[src/rtl/sched_issue_port.sv]
// Scheduler-side issue port: a 2-entry in-order buffer between the picker and
// one execution-unit port, with speculative-kill filtering, flush and issue accounting.
module sched_issue_port #(
  parameter int          PORTID      = 0,
  parameter logic [15:0] FU_PRESENT  = 16'h0001,
  parameter int          SPEC_STATES = 8,
  parameter int          PAYLOAD_W   = 128
) (
  input  logic                                clk,
  input  logic                                rst,
  input  logic                                Flush,
  input  logic [SPEC_STATES-1:0]              Spectag_Valid,
  input  logic                                Sel_Valid,
  input  logic [3:0]                          Sel_FuType,
  input  logic [SPEC_STATES-1:0]              Sel_Spectag,
  input  logic [PAYLOAD_W-1:0]                Sel_Payload,
  output logic                                Sel_Ready,
  input  logic [15:0]                         Port_E2S,
  output logic [4+SPEC_STATES+PAYLOAD_W:0]    Port_S2E,
  output logic                                Err_BadFu,
  output logic [15:0]                         Issue_Cnt
);

  localparam int ENT_W = 4 + SPEC_STATES + PAYLOAD_W;

  // An entry is {futype, spectag, payload}; slot 0 is always the head.
  logic [ENT_W-1:0]       ent_q [2];
  logic [ENT_W-1:0]       ent_d [2];
  logic [1:0]             vld_q, vld_d;
  logic [ENT_W:0]         s2e_q, s2e_d;
  logic                   err_q;
  logic [15:0]            cnt_q, cnt_d;

  logic [3:0]             head_fu_s;
  logic [SPEC_STATES-1:0] head_tag_s, tag1_s;
  logic [ENT_W-1:0]       in_s;
  logic                   alive0_s, alive1_s, fu_ok_s, issue_s, bad_s, keep0_s, push_s;

  function automatic logic tag_dead(input logic [SPEC_STATES-1:0] tag,
                                    input logic [SPEC_STATES-1:0] alive);
    return |(tag & ~alive);
  endfunction

  assign Sel_Ready = ~vld_q[1];
  assign Port_S2E  = s2e_q;
  assign Err_BadFu = err_q;
  assign Issue_Cnt = cnt_q;

  // Head decode and issue / bad-FU / push decisions.
  always_comb begin
    head_fu_s  = ent_q[0][ENT_W-1 -: 4];
    head_tag_s = ent_q[0][PAYLOAD_W +: SPEC_STATES];
    tag1_s     = ent_q[1][PAYLOAD_W +: SPEC_STATES];
    in_s       = {Sel_FuType, Sel_Spectag, Sel_Payload};
    alive0_s   = vld_q[0] & ~tag_dead(head_tag_s, Spectag_Valid);
    alive1_s   = vld_q[1] & ~tag_dead(tag1_s, Spectag_Valid);
    fu_ok_s    = FU_PRESENT[head_fu_s];
    issue_s    = alive0_s & fu_ok_s & Port_E2S[head_fu_s] & ~Flush;
    bad_s      = alive0_s & ~fu_ok_s;
    keep0_s    = alive0_s & ~issue_s & ~bad_s;
    push_s     = Sel_Valid & ~vld_q[1] & ~tag_dead(Sel_Spectag, Spectag_Valid) & ~Flush;
  end

  // Survivors compact toward slot 0 in order; the incoming micro-op lands behind them.
  always_comb begin
    ent_d[0] = ent_q[0];
    ent_d[1] = ent_q[1];
    vld_d    = 2'b00;
    if (Flush) begin
      vld_d = 2'b00;
    end else if (keep0_s) begin
      vld_d[0] = 1'b1;
      if (alive1_s) begin
        vld_d[1] = 1'b1;
      end else if (push_s) begin
        ent_d[1] = in_s;
        vld_d[1] = 1'b1;
      end else begin
        vld_d[1] = 1'b0;
      end
    end else if (alive1_s) begin
      ent_d[0] = ent_q[1];
      vld_d[0] = 1'b1;
      if (push_s) begin
        ent_d[1] = in_s;
        vld_d[1] = 1'b1;
      end else begin
        vld_d[1] = 1'b0;
      end
    end else if (push_s) begin
      ent_d[0] = in_s;
      vld_d    = 2'b01;
    end else begin
      vld_d = 2'b00;
    end
  end

  // Output stage: valid for exactly one cycle per issue, otherwise cleared.
  always_comb begin
    if (issue_s) begin
      s2e_d = {1'b1, ent_q[0]};
    end else begin
      s2e_d = '0;
    end
    cnt_d = cnt_q + {15'd0, issue_s};
  end

  // State registers with synchronous reset.
  always_ff @(posedge clk) begin
    if (rst) begin
      vld_q    <= 2'b00;
      ent_q[0] <= '0;
      ent_q[1] <= '0;
      s2e_q    <= '0;
      err_q    <= 1'b0;
      cnt_q    <= 16'd0;
    end else begin
      vld_q    <= vld_d;
      ent_q[0] <= ent_d[0];
      ent_q[1] <= ent_d[1];
      s2e_q    <= s2e_d;
      err_q    <= bad_s;
      cnt_q    <= cnt_d;
    end
  end

endmodule

[config.mk]
export PLATFORM = sky130hd
export DESIGN_NAME = sched_issue_port
export DESIGN_NICKNAME = d
export VERILOG_FILES = /design/src/rtl/sched_issue_port.sv
export SDC_FILE = /design/constraint.sdc
export NUM_CORES = 1
export LEC_CHECK = 0
export ABC_AREA = 1
export CAP_MARGIN = 20
export CORE_MARGIN = 8
export CORE_UTILIZATION = 35
export CTS_CLUSTER_DIAMETER = 30
export CTS_CLUSTER_SIZE = 10
export DETAILED_ROUTE_END_ITERATION = 10
export PLACE_DENSITY = 0.56
export REMOVE_ABC_BUFFERS = 1
export SLEW_MARGIN = 10
export SYNTH_ARGS = -nofsm -noshare
export SYNTH_HDL_FRONTEND = slang
export SYNTH_SLANG_ARGS = --single-unit
[constraint.sdc]
create_clock -name clk -period 2.7 [get_ports clk]
set_input_delay 0.81 -clock clk [delete_from_list [all_inputs] [get_ports clk]]
set_output_delay 0.81 -clock clk [all_outputs]
set_load 0.1 [all_outputs]
Word-level counts from Yosys, hierarchy flattened --
Memory sizes are Yosys's and may differ from the RTL's. Cells that the tools add are included.
Word-level totals: bits in registers 160, memory bits (writable) 280, ROM bits 16, output and inout bits 159, memories kept 2
Cells by class: add/subtract/negate cells 1, magnitude comparators 1, muxes and demuxes 22, bitwise gates (word level) 25, reductions and logical operators 5
Memories:
- ent_q | words 2, width 140, rd ports 2, clocked after memory_dff 0, write ports 2, line 27 | logic [ENT_W-1:0] ent_q [2];
- (no name shown) | words 16, width 1, rd ports 1, clocked after memory_dff 0, write ports 0, line 57 | fu_ok_s = FU_PRESENT[head_fu_s];
Operator list (number):
- $mux 140 | 9
- $mux 280 | 1
- $mux 141 | 1
- $and 8x8->8 | 3
- $reduce_or 8->1 | 3
- $add 16x1->16 | 1
- $and 1x1->1 | 11
- $mux 1 | 8
- $not 1->1 | 8
- $not 8->8 | 1
- $lt 4x5->1 const B | 1
- $bmux 1 s4 | 1
- $mux 2 | 2
- $reduce_or 2->1 | 2
- $or 1x1->1 | 2

Depth between registers and ports, before layout --
Gate-level depths: netlist of run 1.
depth in word-level cells 14, gate-level depth with buffers 17, gate-level depth less buffers 17

Worst setup path before layout of run 1 --
Ideal clock, no wire load.
path type input to register, from input port Port_E2S[1], to register cnt_q[12], in the netlist Issue_Cnt[12], setup time 131 ps, arrival 2493 ps, data required time 2569 ps, setup slack 76 ps, cell stages on the path 14, buffers on the path 0, path through nand2_1 -> nand2_1 -> a21oi_1 -> nor2_2 -> inv_1 -> nor2_1 -> ha_1 -> ha_1 -> nand2_1 -> nor2_1 -> nand4_1 -> nor2_1 -> nand2_1 -> nor3b_1
Between the ends: longest elaborated chain between the ends 5
RTL lines:
- from (decl) | line 18 | input logic [15:0] Port_E2S,
- $bmux 1 s4 | line 58 | issue_s = alive0_s & fu_ok_s & Port_E2S[head_fu_s] & ~Flush;
- $mux 1 (not written as such) | line 58
- $and 1x1->1 (2 in series) | line 58
- via issue_s | line 37 | logic alive0_s, alive1_s, fu_ok_s, issue_s, bad_s, keep0_s, push_s;
- $add 16x1->16 | line 105 | cnt_d = cnt_q + {15'd0, issue_s};
- to (signal assigned) | line 123 | cnt_q <= cnt_d;
- to (decl) | line 32 | logic [15:0] cnt_q, cnt_d;
The timed path passes the listed nets, and every way through them passes these cells. The select of a mux whose other input is x is not followed. A chain may end at the register's enable or synchronous reset.

Worst setup path after layout of run 1 --
from input port Spectag_Valid[5], to register cnt_q[14], in the netlist Issue_Cnt[14]
Between the ends: longest elaborated chain between the ends 9
RTL lines:
- from (decl) | line 12 | input logic [SPEC_STATES-1:0] Spectag_Valid,
- $not 8->8 | line 41 | return |(tag & ~alive);
- $and 8x8->8 | line 41
- $reduce_or 8->1 | line 41
- $not 1->1 | line 55 | alive0_s = vld_q[0] & ~tag_dead(head_tag_s, Spectag_Valid);
- $and 1x1->1 | line 55
- $and 1x1->1 (3 in series) | line 58
- via issue_s | line 37
- $add 16x1->16 | line 105
The timed path passes the listed nets, and every way through them passes these cells.

==> impl_metrics.ini, run 1 <==
[pwr]
total_power_mw = 20.8
ir_drop_mv = 0.538
cellLeakagePower_nw = 12.2
power_density_nw_per_um2 = 818

[place]
placement.io_buffers = 312
gp_congestion = 0.817
dp_hpwl_mm = 31.1

[detailed_routing]
drt_wl_total_mm = 47.4
ant_nets = 0
drt_iter0_drc = 646
drc = 0
dr.pass1.iters = 4
vias = 16100
route.detailed.wl_per_inst_um = 12.4
viasPerCell = 4.21

[layout]
final_util_pct = 50.8
drive_gt1_share_pct = 13.7
fillerInstances = 4890
nets = 3221
syn_to_final_growth_pct = 43.6

[sta]
setup_tns_ps = 0
fmax_ghz = 0.391
maxSlewViolCount = 0
skew_ps = 27.0
final.period_utilization_pct = 94.8
final-hold-violation-count = 0
setup_violations = 0
period_minus_slack_ps = 2560

[logic_synthesis]
synthArstFlopShare_pct = 0
dominantRegCellSynth = dfxtp_1
yosys-top-cells-count = nand2_1 (743), nor2_1 (722), inv_1 (443), dfxtp_1 (440), o21ai_0 (148)
synth_edf_count = 0
yosys.area.top_type = dfxtp_1
synth_seq_cells = 440
synth_warnings = 0
synth_cells = 2689
netlist_top_cells_area = dfxtp_1 (50%), nand2_1 (16%), nor2_1 (15%), inv_1 (9.4%), o21ai_0 (4.2%)
synthesis.area_sq_um = 17700
synth_cell_types = 27
syn_avg_cell_area_sq_um = 6.59
yosysSeqAreaShare_pct = 49.7
synth_top_area_share_pct = 49.7
synth.most_common_cell = nand2_1

[worst_hold_path]
hold_class = flop to flop

[die]
core-area_sq_um = 50100
initial_utilization_pct = 35.4
rows = 82
die_y_um = 241
die_area_sq_um = 58100
dieWidth_um = 241
ioPinCount = 327

[setup_path]
end_kind = flop
critical_path_arrival_ps = 3110
critical_path_class = primary input to flop
required_ps = 3250
critical_path.max_fanout = 5
start_kind = primary input

[clock_network]
cts_buffers = 110
clockBufferDepth = 3
h-tree-depth = 3
postCtsHoldBufs = 0
cts.clk_slew.worst_paths_ps = 40
clock_sinks = 440
root_buffer = clkbuf_16
clock_latency_ps = 630
cts_tree = yes

[flow_run]
drv_cap = 0

[outcome]
status = complete, no violations

[global_route]
grt_max_degree = 96
antenna_found_initial = 5
grt_pass1_vias = 15500
grt_usage_pct = 16.1
grt_pass1_wl_mm = 76.7
grt_overflow = 0
path summary, 6_finish.rpt:
kind | from | depth (start not counted) | end | slack [ps]
min reg2reg | ent_q[0][32] | 2 | Port_S2E[32] | 400
max reg2reg | ent_q[0][136] | 15 | Issue_Cnt[14] | 440
min | ent_q[0][32] | 2 | Port_S2E[32] | 400
max | Spectag_Valid[5] | 15 | Issue_Cnt[14] | 140
critical path, stage by stage:
cell and delay [ps]:
clkdlybuf4s50_1 490, inv_1 70, nand2_1 70, o21ai_1 100
nor2_2 180, nand2_1 80, nor2_1 110, ha_1 170
ha_1 160, nand2_1 70, nor2_1 160, buf_4 160
nand3_1 110, nand3b_1 200, a21oi_1 170
cell usage in the layout, fill, tap and decap left out:
cell type        Yosys  layout
nand2_1            743     743
nor2_1             722     720
inv_1              443     443
dfxtp_1            440     440
buf_4                1     207
clkdlybuf4s50_1      0     153
o21ai_0            148     148
clkbuf_16            0     113
clkinv_2             0      26
buf_12               0      24
clkbuf_1            62      20
clkbuf_8             0      19
bufinv_16            0      16
a21oi_1             13      13
nand3_1             13      12
nand4_1              6       6
nor2_2               3       5
conb_1               1       4
nor3_1               4       4
clkinvlp_4           0       4
clkinv_4             0       4
or2_2                3       3
diode_2              0       2
nand3b_1             2       2
ha_1                 2       2
clkinv_16            0       2
clkinv_8             0       2
nand2_8              0       1
nor4_1               1       1
o21ai_1              1       1
inv_8                0       1
inv_4                0       1
nor3b_1              1       1
o21a_1               1       1
nand3_4              0       1
nor2_4               1       1
nor2_8               1       1
cell type report:
class | instances | area, sq um | area share, %
clock inverter | 54 | 768 | 3.02
timing repair buffer | 384 | 3570 | 14.0
clock buffer | 152 | 3160 | 12.4
inverter | 445 | 1680 | 6.60
antenna | 2 | 5.00 | 0.0197
sequential | 440 | 8810 | 34.6
multi-input combinational | 1670 | 6620 | 26.0
tap | 672 | 841 | 3.30
flip-flops by register name (all words and copies together), names as in the netlist:
name       flops
Issue_Cnt     16
Port_S2E     141
Err_BadFu      1
vld_q          2
ent_q        280
metrics by stage:
| stage | cell area, sq um | std cells | hold WS [ps] | setup slack, ps |
|---|---|---|---|---|
| finish | 25400 | 3819 | 401 | 142 |
| global route | 25400 | 3817 | 433 | -5.07 |
| CTS | 25400 | 3817 | 408 | 111 |
| detailed placement | 21500 | 3611 | 415 | -496 |
| global placement | 21500 | 3611 | 413 | -574 |
| floorplan | 17100 | 2555 | 409 | -5630 |
cell families after synthesis:
family | synth area share [%]
other cells | 0.0212
buf+inv | 13.2
compound gates | 4.62
flops | 49.7
simple gates | 32.3
fa+ha+maj | 0.141
where the power goes:
group	switching (mW)	internal [mW]
sequential	0.0155	6.55
combinational	0.350	0.355
clock	3.93	9.63
per-layer routing:
metal	GRT usage, %	share of wire, %
met5	0	0.080
met4	5.99	1.9
met1	18.6	43
met2	28.0	48
met3	4.81	6.5
timing repair:
action                                  in CTS  in global routing
endpoints found under the setup margin       0                  2
resized for setup                            0                  2
buffers inserted                             0                  0
Note: power is estimated with default switching activity, not from simulation.
==> run 2, diff against run 1 <==
--- a/config.mk
+++ b/config.mk
@@ -7,7 +7,7 @@
 export LEC_CHECK = 0
 export ABC_AREA = 1
 export CAP_MARGIN = 20
-export CORE_MARGIN = 8
+export CORE_MARGIN = 1
 export CORE_UTILIZATION = 35
 export CTS_CLUSTER_DIAMETER = 30
 export CTS_CLUSTER_SIZE = 10
==> impl_metrics.ini, run 2 (synthesis results as in run 1) <==
[sta]
rsz0062_at_grt = no
slew_headroom_pct = 48.3
period_minus_slack_ps = 2420
skew_ps = 21.6
fmax_ghz = 0.414
final.period_utilization_pct = 89.5
setup_tns_ps = 0
maxSlewViolCount = 0
final-hold-violation-count = 0
worstMarginPinSlew_ps = 776
setup_violations = 0
setup_ws_ps = 283

[global_route]
grt_usage_pct = 17.5
antenna_found_initial = 3
grt_overflow = 0
grt_pass1_wl_mm = 72.3
grt_max_degree = 156
grt_pass1_vias = 15000

[pwr]
total_power_mw = 20.6
power_density_nw_per_um2 = 811
cellLeakagePower_nw = 12.2
ir_drop_mv = 0.521

[detailed_routing]
drt_wl_total_mm = 45.6
vias = 16100
drc = 0
route.detailed.wl_per_inst_um = 11.9
top_layer_used = met5
wl_met2_mm = 21.1
wl_met1_mm = 20.4
ant_nets = 0
viasPerCell = 4.21
met3_length_mm = 2.90
drt_iter0_drc = 768
dr.pass1.iters = 5

[place]
pre_cts_ws_ps = -375
dp_hpwl_mm = 28.7
placement.io_buffers = 312
gp_congestion = 0.854
dp.cells = 3616

[layout]
drive_gt1_share_pct = 14.0
syn_to_final_growth_pct = 43.1
regArea_sq_um = 8810
antennaDiodeCount = 0
largest_register_ff_count = 280
nets = 3225
top_register = ent_q
final_cell_mix = nand2_1 (743), nor2_1 (721), inv_1 (443), dfxtp_1 (440), buf_4 (217)
stdcell_count = 3820
final_util_pct = 50.6
final_common_cell = nand2_1
fillerInstances = 4874
multi_input_area_sq_um = 6610

[setup_path]
path_cells = clkdlybuf4s50_1 > inv_1 > nand2_1 > o21ai_0 > nor2_1 > nand2_1 > nor2_1 > ha_1 > ha_1 > nand2_1 > nor2_2 > buf_4 > nand3_1 > nand3b_1 > a21oi_1
start_kind = primary input
path_buf_inv = 3
critical_path_arrival_ps = 2970
crit_slowest_cell = clkdlybuf4s50_1
critical_path.max_fanout = 4
cp_top_family = simple AND/OR/NAND/NOR gates
reg2regPathDepth = 15
path_depth = 15
startpoint = Spectag_Valid[4]
r2r_slack_ps = 540
r2r_start = ent_q[0][136]
rr_endpoint = Issue_Cnt[14]
max_stage_delay_ps = 470
required_ps = 3250
crit_top_cell = nand2_1
end_kind = flop
critical_path_class = primary input to flop
endpoint = Issue_Cnt[14]

[die]
initial_utilization_pct = 35.4
core-area_sq_um = 50100
rows = 82
die_y_um = 227
ioPinCount = 327
die_area_sq_um = 51500
dieWidth_um = 227

[clock_network]
clockBufferDepth = 3
cts_buffers = 109
post-cts-setup-buffer-count = 0
h-tree-depth = 3
cts_tree = yes
clock_sinks = 440
clock_latency_ps = 640
root_buffer = clkbuf_16
cts.clk_slew.worst_paths_ps = 50

[flow_run]
drv_cap = 0

[outcome]
status = complete, no violations

[worst_hold_path]
hold_class = flop to flop
[run 2: layout make-up]
class                           instances  area share [%]
Multi-Input combinational cell       1670            26.1
Clock buffer                          147            12.4
Inverter                              445            6.63
Timing Repair Buffer                  389            14.0
Clock inverter                         57            2.87
Sequential cell                       440            34.7
Tap cell                              672            3.32
[run 2: worst min-delay path, delay by kind of cell (launching register included)]
kind                   cells  cell delay, ps
AND/OR/NAND/NOR            1              30
flip-flops                 1             300
buffers and inverters      1              40
[run 2: worst min path at each step]
| stage | to | cells after the start | from |
|---|---|---|---|
| 6_report | Port_S2E[63] | 2 | ent_q[0][63] |
| 3_5_place_dp | Port_S2E[114] | 2 | ent_q[0][114] |
| 3_3_place_gp | Port_S2E[101] | 2 | ent_q[0][101] |
| 5_1_grt | Port_S2E[83] | 2 | ent_q[0][83] |
| 2_1_floorplan | Port_S2E[0] | 2 | ent_q[0][0] |
| 4_1_cts | Port_S2E[110] | 2 | ent_q[0][110] |
[run 2: power breakdown]
group          switching (mW)  leakage (nW)  internal, mW  total, mW
sequential             0.0152          3.55          6.55       6.57
combinational           0.335          6.76         0.346      0.681
clock                    3.97          1.86          9.33       13.3
[run 2: routing by layer]
layer,up-vias,track usage (%)
met1,7096,21.1
li1,8542,-
met2,351,29.2
met4,6,7.62
met5,-,0
met3,93,4.72
[run 2: metrics by stage]
step	hold WS, ps	cell area (sq um)
after floorplan	409	17100
after global placement	412	21500
after detailed placement	415	21500
after CTS	411	25400
after global routing	435	25400
final	407	25400
[run 2: repair_timing]
action / 4_1_cts / 5_1_grt
setup endpoints to repair: 0 / 1
hold buffers: 0 / 0
gates resized for setup: 0 / 1
==> run 3, diff against run 2 <==
--- a/config.mk
+++ b/config.mk
@@ -10,7 +10,7 @@
 export CORE_MARGIN = 1
 export CORE_UTILIZATION = 35
 export CTS_CLUSTER_DIAMETER = 30
-export CTS_CLUSTER_SIZE = 10
+export CTS_CLUSTER_SIZE = 20
 export DETAILED_ROUTE_END_ITERATION = 10
 export PLACE_DENSITY = 0.56
 export REMOVE_ABC_BUFFERS = 1
==> constraint.sdc (replaced) <==
create_clock -name clk -period 2.6 [get_ports clk]
set_input_delay 0.78 -clock clk [delete_from_list [all_inputs] [get_ports clk]]
set_output_delay 0.78 -clock clk [all_outputs]
set_load 0.1 [all_outputs]
==> impl_metrics.ini, run 3 (synthesis results as in run 1) <==
[outcome]
status = complete, no violations

[setup_path]
max_stage_delay_ps = 450
path_cells = clkdlybuf4s50_1 > inv_1 > nand2_1 > o21ai_0 > nor2_1 > nand2_1 > nor2_2 > ha_1 > ha_1 > nand2_1 > nor2_2 > buf_4 > nand3_1 > nand3b_1 > a21oi_1
crit_slowest_cell = clkdlybuf4s50_1
start_kind = primary input
path_depth = 15
critical_path.max_fanout = 4
end_kind = flop
required_ps = 3160
cp_top_family = simple AND/OR/NAND/NOR gates
critical_path_class = primary input to flop
critical_path_arrival_ps = 2980
crit_top_cell = nand2_1
path_buf_inv = 3
reg2regPathDepth = 15

[global_route]
grt_usage_pct = 17.4
grt_max_degree = 148
antenna_found_initial = 5
grt_pass1_vias = 14800
grt_pass1_wl_mm = 72.3
grt_overflow = 0

[layout]
final_cell_mix = nand2_1 (743), nor2_1 (718), inv_1 (443), dfxtp_1 (440), buf_4 (211)
syn_to_final_growth_pct = 43.4
drive_gt1_share_pct = 13.8
design_area_sq_um = 25400
nets = 3225
largest_register_ff_count = 280
final_common_cell = nand2_1
fillerInstances = 4952
top_register = ent_q

[pwr]
switching_share_pct = 20.8
p_comb_share_pct = 3.3
total_power_mw = 21.4
ir_drop_mv = 0.570
power_frac_clock_pct = 64.9
cellLeakagePower_nw = 12.2
p_int_mw = 17.0
p_seq_share_pct = 31.8
power_density_nw_per_um2 = 844
switchingPower_mw = 4.46

[die]
core-area_sq_um = 50100
dieWidth_um = 227
ioPinCount = 327
die_y_um = 227
die_area_sq_um = 51500
rows = 82
initial_utilization_pct = 35.4

[clock_network]
root_buffer = clkbuf_16
cts_buffers = 110
cts_tree = yes
h-tree-depth = 3
cts.clk_slew.worst_paths_ps = 40
clock_sinks = 440
clockBufferDepth = 3
clock_latency_ps = 640

[sta]
skew_ps = 22.6
fmax_ghz = 0.413
final.period_utilization_pct = 93.0
rsz0062_at_grt = no
maxSlewViolCount = 0
period_minus_slack_ps = 2420
setup_violations = 0
worstMarginPinSlew_ps = 771
final-hold-violation-count = 0
slew_headroom_pct = 48.6

[detailed_routing]
route.detailed.wl_per_inst_um = 11.7
vias = 16000
drt_wl_total_mm = 44.7
drc = 0
dr.pass1.iters = 6
viasPerCell = 4.20
drt_iter0_drc = 701
ant_nets = 0

[flow_run]
drv_cap = 0

[worst_hold_path]
holdPathStages = 2
hold_class = flop to flop

[place]
dp_hpwl_mm = 28.5
gp_congestion = 0.816
placed_area_sq_um = 21500
placement.io_buffers = 312
[run 3: cell count changes in the layout (fill, tap and decap cells not counted), moves of 2 or more]
cell,previous run,this run
nor2_1,721,718
bufinv_16,13,15
clkinvlp_4,16,5
clkbuf_1,13,21
buf_12,19,24
inv_16,1,3
nor2_2,4,7
inv_6,1,6
clkbuf_8,23,20
buf_4,217,211
diode_2,0,2
clkinv_8,2,0
[run 3: stage by stage]
| step | worst slack [ps] | TNS (ps) | instances | hold WS [ps] | utilization, % |
|---|---|---|---|---|---|
| 2_1_floorplan | -5700 | -1139800 | 2555 | 409 | - |
| 3_3_place_gp | -524 | -78970 | 3615 | 413 | 43.0 |
| 3_5_place_dp | -556 | -83100 | 3615 | 417 | 43.0 |
| 4_1_cts | 111 | 0 | 3819 | 411 | 50.7 |
| 5_1_grt | 25.8 | 0 | 3820 | 436 | 50.7 |
| 6_report | 181 | 0 | 3821 | 413 | 50.7 |
[run 3: worst paths after layout]
kind,end,startpoint,slack [ps]
hold / removal,Port_S2E[3],ent_q[0][3],410
setup / recovery,Issue_Cnt[14],Spectag_Valid[4],180
hold reg to reg,Port_S2E[3],ent_q[0][3],410
setup reg to reg,Issue_Cnt[14],ent_q[0][136],380
[run 3: power groups by stage]
| stage | clock [mW] | sequential (mW) | combinational (mW) |
|---|---|---|---|
| finish | 13.9 | 6.82 | 0.706 |
| global route | 14.6 | 6.82 | 0.797 |
| CTS | 14.2 | 6.82 | 0.712 |
| detailed placement | 0 | 6.94 | 0.707 |
| global placement | 0 | 6.94 | 0.701 |
| floorplan | 0 | 6.96 | 0.320 |
[run 3: area by class of cell]
cell class	count	area [sq um]	area share, %
clock inverters	52	723	2.85
inverters	445	1680	6.61
clock buffers	152	3130	12.3
repair buffers	388	3600	14.2
flip-flops and latches	440	8810	34.7
diodes	2	5.00	0.0197
well taps	672	841	3.31
multi-input cells	1670	6620	26.1
[run 3: worst min-delay path: stages (launching register included)]
cell	delay, ps
dfxtp_1	300
inv_1	50
nor2_1	30
[run 3: per-layer routing]
metal / up-vias / part of all wire [%] / track usage, %
met1: 7089 / 46 / 21.2
met2: 326 / 46 / 28.5
met5: - / 0.092 / 0
li1: 8548 / - / -
met4: 6 / 2.3 / 7.43
met3: 76 / 6.2 / 5.16
[run 3: repair_timing]
item                                    4_1_cts  5_1_grt
resized for setup                             0        4
buffers inserted                              0        0
hold buffers                                  0        0
endpoints found under the setup margin        0        4
